<file path="config.mk">
export PLATFORM = sky130hd
export DESIGN_NAME = pwm_duty_ramp
export DESIGN_NICKNAME = d
export VERILOG_FILES = /design/src/rtl/pwm_duty_ramp.sv
export SDC_FILE = /design/constraint.sdc
export NUM_CORES = 1
export LEC_CHECK = 0
export BUFFER_PORTS_ARGS = -buffer_cell sky130_fd_sc_hd__buf_2
export CAP_MARGIN = 30
export CELL_PAD_IN_SITES_DETAIL_PLACEMENT = 0
export CELL_PAD_IN_SITES_GLOBAL_PLACEMENT = 2
export CORE_MARGIN = 1.5
export CORE_UTILIZATION = 38
export CTS_CLUSTER_SIZE = 30
export DETAILED_ROUTE_END_ITERATION = 6
export PLACE_DENSITY_LB_ADDON = 0.1
export SLEW_MARGIN = 20
export SYNTH_ARGS = -nofsm -noshare
export SYNTH_HDL_FRONTEND = slang
export SYNTH_SLANG_ARGS = --single-unit
</file>
<file path="constraint.sdc">
create_clock -name clk -period 2.3 [get_ports clk]
set_clock_uncertainty 0.05 [all_clocks]
set_input_delay 0 -clock clk [delete_from_list [all_inputs] [get_ports clk]]
set_output_delay 0 -clock clk [all_outputs]
set_load 0.01 [all_outputs]
</file>
<file path="src/rtl/pwm_duty_ramp.sv">
// Triangle-wave duty generator for an LED PWM stage: dwells at 0, ramps up to
// DUTY_MAX, dwells at the top, then ramps back down, one step per STEP_PERIODS PWM periods.
module pwm_duty_ramp #(
    parameter logic [3:0] DUTY_MAX     = 4'd9,
    parameter logic [7:0] STEP_PERIODS = 8'd10,
    parameter logic [7:0] HOLD_STEPS   = 8'd4
) (
    input  logic       clk,
    input  logic       nrst,
    input  logic       en,
    input  logic       period_tc,
    output logic [3:0] duty,
    output logic       duty_upd,
    output logic [1:0] phase
);

    typedef enum logic [1:0] {
        BOTTOM = 2'b00,
        UP     = 2'b01,
        TOP    = 2'b10,
        DOWN   = 2'b11
    } phase_e;

    phase_e     phase_q;
    logic [7:0] step_cnt_q;
    logic [7:0] hold_cnt_q;
    logic [3:0] duty_q;
    logic       duty_upd_q;

    logic       tick;
    logic       step;

    assign tick = en && period_tc;
    assign step = tick && (step_cnt_q == STEP_PERIODS - 8'd1);

    // NOTE: all state uses non-blocking assignments so every register samples
    // the pre-edge values of the others, regardless of statement order.
    always_ff @(posedge clk or negedge nrst) begin
        if (!nrst) begin
            phase_q    <= BOTTOM;
            step_cnt_q <= 8'd0;
            hold_cnt_q <= 8'd0;
            duty_q     <= 4'd0;
            duty_upd_q <= 1'b0;
        end else begin
            duty_upd_q <= 1'b0;

            if (tick) begin
                step_cnt_q <= step ? 8'd0 : step_cnt_q + 8'd1;
            end

            if (step) begin
                case (phase_q)
                    BOTTOM, TOP: begin
                        // Dwell steps never touch duty; only the phase moves on.
                        if (hold_cnt_q == HOLD_STEPS - 8'd1) begin
                            hold_cnt_q <= 8'd0;
                            phase_q    <= (phase_q == BOTTOM) ? UP : DOWN;
                        end else begin
                            hold_cnt_q <= hold_cnt_q + 8'd1;
                        end
                    end
                    UP: begin
                        if (duty_q < DUTY_MAX) begin
                            duty_q     <= duty_q + 4'd1;
                            duty_upd_q <= 1'b1;
                            if (duty_q + 4'd1 == DUTY_MAX) begin
                                phase_q <= TOP;
                            end
                        end else begin
                            phase_q <= TOP;
                        end
                    end
                    DOWN: begin
                        if (duty_q > 4'd0) begin
                            duty_q     <= duty_q - 4'd1;
                            duty_upd_q <= 1'b1;
                            if (duty_q == 4'd1) begin
                                phase_q <= BOTTOM;
                            end
                        end else begin
                            phase_q <= BOTTOM;
                        end
                    end
                    default: phase_q <= BOTTOM;
                endcase
            end
        end
    end

    assign duty     = duty_q;
    assign duty_upd = duty_upd_q;
    assign phase    = phase_q;

endmodule

</file>
==> summary.txt, run 1 <==
I/O Pins - 11
Flop-to-flop setup slack - 190 ps
Wire length of the first global-routing pass - 4630 µm
Register bit total from synthesis - 23
Die area - 4060 µm²
Nets - 161
Final hold slack - 10.2 ps
CP Class - reg2reg
DP Wirelength - 1930 µm
Final Cycle Share - 91.8%
Critical-path top delay cell - dfrtp_1
Slew at the pin with the worst max-slew slack - 532 ps
Crit-path max FO - 8
Initial Utilization - 40.7%
Reg-to-Reg End - phase[1]
FF-to-FF Start - duty[0]
Mean Syn Cell Area - 10.5 µm²
TritonCTS Buffers - 3
Fmax - 473 MHz
Leak pwr - 0.714 nW
Remaining DRCs - 0
Die width - 63.7 µm
Post-Syn Instances - 133
Finished Layout Cells - 191
Worst VDD drop - 0.281 mV
Maxcap violations - 0
RSZ-0062 raised after global routing - no
Final Hold Fails - 0
Gr usage total - 14.2%
Layout cell share with drive strength beyond 1 - 16.6%
CTS tree - built
Worst path max stage delay - 480 ps
Die height - 63.7 µm
Row count - 21
# clock sinks - 23
Inst Count DP - 186
R2r worst-path depth - 6
Ant diodes - 0
Power Density - 615 nW/µm²
Drt via density - 5.22
Area Overhead vs Synth - 10.3%
Fillers - 331
WL/cell - 13.5 µm
Worst EP required - 2400 ps
H-tree depth - 1
Final setup violation count - 0
Clk network pwr share - 27.4%
Congestion Overflow GR - 0
Sw frac - 29.8%
Crit path from - duty[0]
Mapped Area - 1400 µm²
Final ANT Viol Nets - 0
CTS Buffer Depth - 2
Final Instance Area - 1540 µm²
Crit-path cells - inv_1 -> ha_1 -> nor2_1 -> o31a_1 -> a2111oi_2 -> mux2_1
Min Tclk post-route - 2110 ps
Last element of the critical path - phase[1]
Yosys warns - 0
Startpoint types - register
Setup TNS - 0 ps
Outcome - completed
Logic pwr share - 17.8%
Net Count, Synth - 148
Sequential share of power - 54.8%
Largest net degree at the start of global routing - 24
Routed via count - 997
Area after DPL - 1490 µm²
Placer Congestion - 0.686
Initial antenna violation count - 0
Pre-antenna DRT Iters - 4
Switching pwr - 0.000283 W
Seq/Total Area, Yosys - 41.1%
Min setup slack post-route - 188 ps
Worst-path clk slew - 90 ps
Core area - 3440 µm²
Max Slew Vio Count - 0
Final wirelength - 2580 µm
Pre-CTS setup slack - 158 ps
Insertion delay to the later sink of the worst-skew pair - 270 ps
CP endpoint kind - register
P_int - 0.000667 W
Gates resized, CTS repair - 0
Vias in the first global route - 1057
Clock root buffer - clkbuf_8
# port buffers - 10
Critical Path AT - 2220 ps
Initial drt markers - 45
Tightest Hold Check Type - in2reg
Slew margin rel. - 64.5%
Synth cell types - 42
-- area by class of cell --
class	instances	area, µm²	share of cell area [%]
Tap cell	46	57.6	3.73
Inverter	6	22.5	1.46
Sequential cell	23	576	37.3
Timing Repair Buffer	12	67.6	4.38
Clock buffer	4	45.0	2.92
Multi-Input combinational cell	100	776	50.2
-- state kept, by name, indices dropped and copies added (netlist names) --
register / cells
step_cnt_q: 8
phase: 2
duty_upd: 1
hold_cnt_q: 8
duty: 4
-- repair_timing --
| action | 4_1_cts | 5_1_grt |
|---|---|---|
| buffers inserted | 0 | 0 |
| hold buffers | 1 | 0 |
| setup endpoints to repair | 0 | 1 |
| hold endpoints to repair | 23 | 0 |
-- layout by cell type (no fill, tap or decap), types with 3 or more instances in the layout --
cell type  count
o21ai_0        3
clkbuf_8       3
dfrtp_1       23
and4_1         3
nor3_1         4
nor2_1         9
ha_1          11
xnor2_1       10
buf_2         10
nand2_1       10
nand3_1        6
xor2_1         4
nand4_1        3
inv_1          6
-- routing by layer --
layer / global-route usage [%] / part of all wire [%]
met3: 1.61 / 2.7
met4: 4.89 / 1.4
met1: 18.4 / 50
met5: 0 / 0
met2: 24.5 / 46
-- cells by family (layout without fill, tap and decap cells) --
kind of cell	after synthesis	in the layout	share of synthesized area (%)
adders and majority gates	11	11	9.83
AOI/OAI and AO/OA	17	17	8.85
and+or+nand+nor	53	53	24.0
buffers and inverters	10	22	3.49
xor gates and xnor gates	14	14	8.76
DFF	23	23	41.1
muxes	5	5	3.93
-- cells in the mapped netlist (all sizes together) --
cell type,instances,share of area (%)
a21oi,2,0.71
nand4,3,1.3
nand2,10,2.7
nand3,6,2.1
and2,2,0.89
nor3b,1,0.54
nor4,1,1.5
and4bb,1,0.89
a211oi,1,0.54
dfrtp,23,41
o31ai,1,0.54
xor2,4,2.5
and3b,1,0.63
nor4b,3,2.9
o21ai,3,1.1
a31oi,2,0.89
a21o,2,1.1
a311oi,1,0.63
and4,4,2.6
or2,1,0.45
a21boi,1,0.54
o2111ai,1,0.63
mux2,4,3.2
nand2b,2,0.89
nor2,9,2.4
mux2i,1,0.71
buf,2,1.3
xnor2,10,6.3
o211ai,1,0.54
and3,4,2.0
o31a,1,0.63
nor3,4,1.4
nor4bb,1,0.71
ha,11,9.8
a2111oi,1,1.1
inv,6,1.6
clkbuf,2,0.54
-- stage by stage --
stage / utilization [%] / total power [W]
floorplan: - / 0.000633
global placement: 43.3 / 0.000691
detailed placement: 43.3 / 0.000698
CTS: 44.9 / 0.000959
global route: 44.9 / 0.00101
finish: 44.9 / 0.000950
-- power by group through the flow --
| stage | clock [W] | sequential [W] | combinational, W |
|---|---|---|---|
| 5_1_grt | 0.000278 | 0.000533 | 0.000196 |
| 3_3_place_gp | 0 | 0.000526 | 0.000165 |
| 4_1_cts | 0.000265 | 0.000521 | 0.000173 |
| 6_report | 0.000260 | 0.000521 | 0.000169 |
| 2_1_floorplan | 0 | 0.000512 | 0.000122 |
| 3_5_place_dp | 0 | 0.000528 | 0.000170 |
-- worst min-delay path by stage --
stage              start             to  slack [ps]  depth (start not counted)
3_5_place_dp        nrst  step_cnt_q[4]         -30                          1
4_1_cts        period_tc  step_cnt_q[1]           9                          3
6_report       period_tc  step_cnt_q[1]          10                          3
2_1_floorplan       nrst        duty[0]        -350                          0
3_3_place_gp        nrst  step_cnt_q[5]         -40                          1
5_1_grt        period_tc  step_cnt_q[1]          40                          3
-- worst max-delay path: cells and delay by family (launching register included) --
kind | cells | cell delay [ps]
buf+inv | 1 | 140
mux | 1 | 370
fa+ha+maj | 1 | 230
compound gates | 2 | 670
simple gates | 1 | 60
flops | 1 | 480
No activity file was read; power rests on OpenSTA's default activity.
==> run 2, diff against run 1 <==
- CORE_ASPECT_RATIO: not set -> 0.8
==> summary.txt, run 2 (synthesis gave the netlist of run 1 again) <==
Final wirelength - 2700 µm (+4.6%)
CP endpoint kind - register
FF-to-FF Start - duty[1]
H-tree depth - 1 (unchanged)
Min setup slack post-route - 135 ps (-53.3 ps)
Critical-path top delay cell - a2111oi_2
Clock root buffer - clkbuf_8
Crit-path cells - inv_1 -> ha_1 -> nor2_1 -> o31a_1 -> a2111oi_2 -> mux2_1
Final setup violation count - 0 (unchanged)
Slew at the pin with the worst max-slew slack - 529 ps (-3.39 ps)
Drt via density - 5.36 (+2.7%)
Largest net degree at the start of global routing - 24 (unchanged)
WL/cell - 14.4 µm (+6.2%)
Routed via count - 1008 (+1.1%)
DP Wirelength - 2020 µm (+4.4%)
# clock sinks - 23 (unchanged)
Switching pwr - 0.000278 W (-1.9%)
Commonest non-fill, non-tap cell in the layout - dfrtp_1
Fmax - 462 MHz (-2.5%)
WHS Path Cells - 3 (unchanged)
P_int - 0.000666 W (-0.15%)
Initial Utilization - 40.3% (-0.34 points)
Initial antenna violation count - 0 (unchanged)
Most frequent cells in the layout - dfrtp_1 (23), ha_1 (11), nand2_1 (10), xnor2_1 (10), buf_2 (10)
Startpoint types - register
Ant diodes - 0 (unchanged)
Outcome - completed
Hold path start - period_tc
Placer Congestion - 0.871 (+27%)
Tightest Hold Check Type - in2reg
Setup TNS - 0 ps (unchanged)
Row count - 19 (-9.5%)
Sw frac - 29.4% (-0.36 points)
Area after DPL - 1490 µm² (+0.17%)
Vias in the first global route - 1039 (-1.7%)
Critical Path AT - 2260 ps (+40 ps)
Flop-to-flop setup slack - 130 ps (-50 ps)
I/O Pins - 11 (unchanged)
Die width - 70.9 µm (+11%)
R2r worst-path depth - 6 (unchanged)
WHS Endpoint - step_cnt_q[1]
Remaining DRCs - 0 (unchanged)
Gates resized, CTS repair - 0 (unchanged)
Pre-CTS setup slack - 112 ps (-46.3 ps)
Congestion Overflow GR - 0 (unchanged)
Final ANT Viol Nets - 0 (unchanged)
Die area - 4060 µm² (about the same)
Pre-antenna DRT Iters - 4 (unchanged)
Post-layout power - 0.000944 W (-0.66%)
Reg-to-Reg End - phase[1]
Final Cycle Share - 94.1% (+2.3 points)
Layout cell share with drive strength beyond 1 - 17.1% (+0.57 points)
Power Density - 610 nW/µm² (-0.82%)
Final Hold Fails - 0 (unchanged)
Insertion delay to the later sink of the worst-skew pair - 260 ps (about the same)
# port buffers - 10 (unchanged)
Sequential share of power - 55.4% (+0.6 points)
Logic pwr share - 17.8% (about the same)
Wire length of the first global-routing pass - 4860 µm (+5.1%)
CTS tree - built
Max Slew Vio Count - 0 (unchanged)
Worst EP required - 2400 ps (about the same)
Post-CTS setup buffers - 0 (unchanged)
Initial drt markers - 33 (-27%)
Gr usage total - 15.1% (+0.86 points)
TritonCTS Buffers - 3 (unchanged)
Worst-path clk slew - 90 ps (about the same)
Nets - 162 (+0.62%)
CTS Buffer Depth - 2 (unchanged)
Die height - 57.3 µm (-10%)
CP Class - reg2reg
Leak pwr - 0.720 nW (+0.76%)
Min Tclk post-route - 2170 ps (+53.3 ps)
Area Overhead vs Synth - 10.5%
Slew margin rel. - 64.7% (+0.23 points)
Crit-path max FO - 6 (-2)
Clk network pwr share - 26.8% (-0.6 points)
Worst path max stage delay - 460 ps (-20 ps)
Worst VDD drop - 0.328 mV (+17%)
RSZ-0062 raised after global routing - no
Core area - 3470 µm² (+0.84%)
Final Instance Area - 1550 µm² (+0.16%)
Maxcap violations - 0 (unchanged)
## run 2: how the worst max path moves through the flow
stage	startpoint	end	slack [ps]	cells after the start
after floorplan	duty[0]	phase[0]	300	6
after global placement	duty[0]	phase[1]	210	6
after detailed placement	duty[1]	phase[1]	110	6
after CTS	duty[1]	phase[1]	90	6
after global routing	duty[0]	phase[1]	30	6
final	duty[1]	phase[1]	130	6
## run 2: worst max-delay path, delay by kind of cell, from the launching register on
family	cells	cell delay, ps
buffers and inverters	1	160
multiplexers	1	380
adder cells (fa/ha/maj)	1	250
AO/OA/AOI/OAI	2	710
flip-flops	1	430
AND/OR/NAND/NOR	1	80
## run 2: metal layers
| layer | share of wire, % | track usage (%) | vias to the layer above |
|---|---|---|---|
| li1 | - | - | 502 |
| met1 | 55 | 22.4 | 494 |
| met2 | 41 | 22.4 | 10 |
| met3 | 2.7 | 4.24 | 2 |
| met4 | 0.59 | 2.43 | 0 |
| met5 | 0 | 0 | - |
## run 2: power groups by stage
stage	Combinational (W)	Sequential [W]	Clock, W
floorplan	0.000122	0.000512	0
global placement	0.000163	0.000529	0
detailed placement	0.000171	0.000530	0
CTS	0.000172	0.000523	0.000266
global route	0.000196	0.000535	0.000286
finish	0.000168	0.000523	0.000253
## run 2: cell type report
cell class | instances | area [µm²]
fillers | 347 | 1920
multi-input cells | 100 | 776
flip-flops and latches | 23 | 576
repair buffers | 13 | 75.1
well taps | 42 | 52.6
clock buffers | 4 | 45.0
inverters | 6 | 22.5
## run 2: metrics by stage
step                utilization [%]  instances  hold WS, ps
finish                         44.6        188         22.9
floorplan                         -        133         -346
detailed placement             43.0        183        -33.8
CTS                            44.6        188         9.13
global placement               43.0        183        -38.6
global route                   44.6        188         41.6
## run 2: repair_timing
item                       CTS  global route
setup endpoints to repair    0             1
hold endpoints to repair    23             0
hold buffers                 1             0
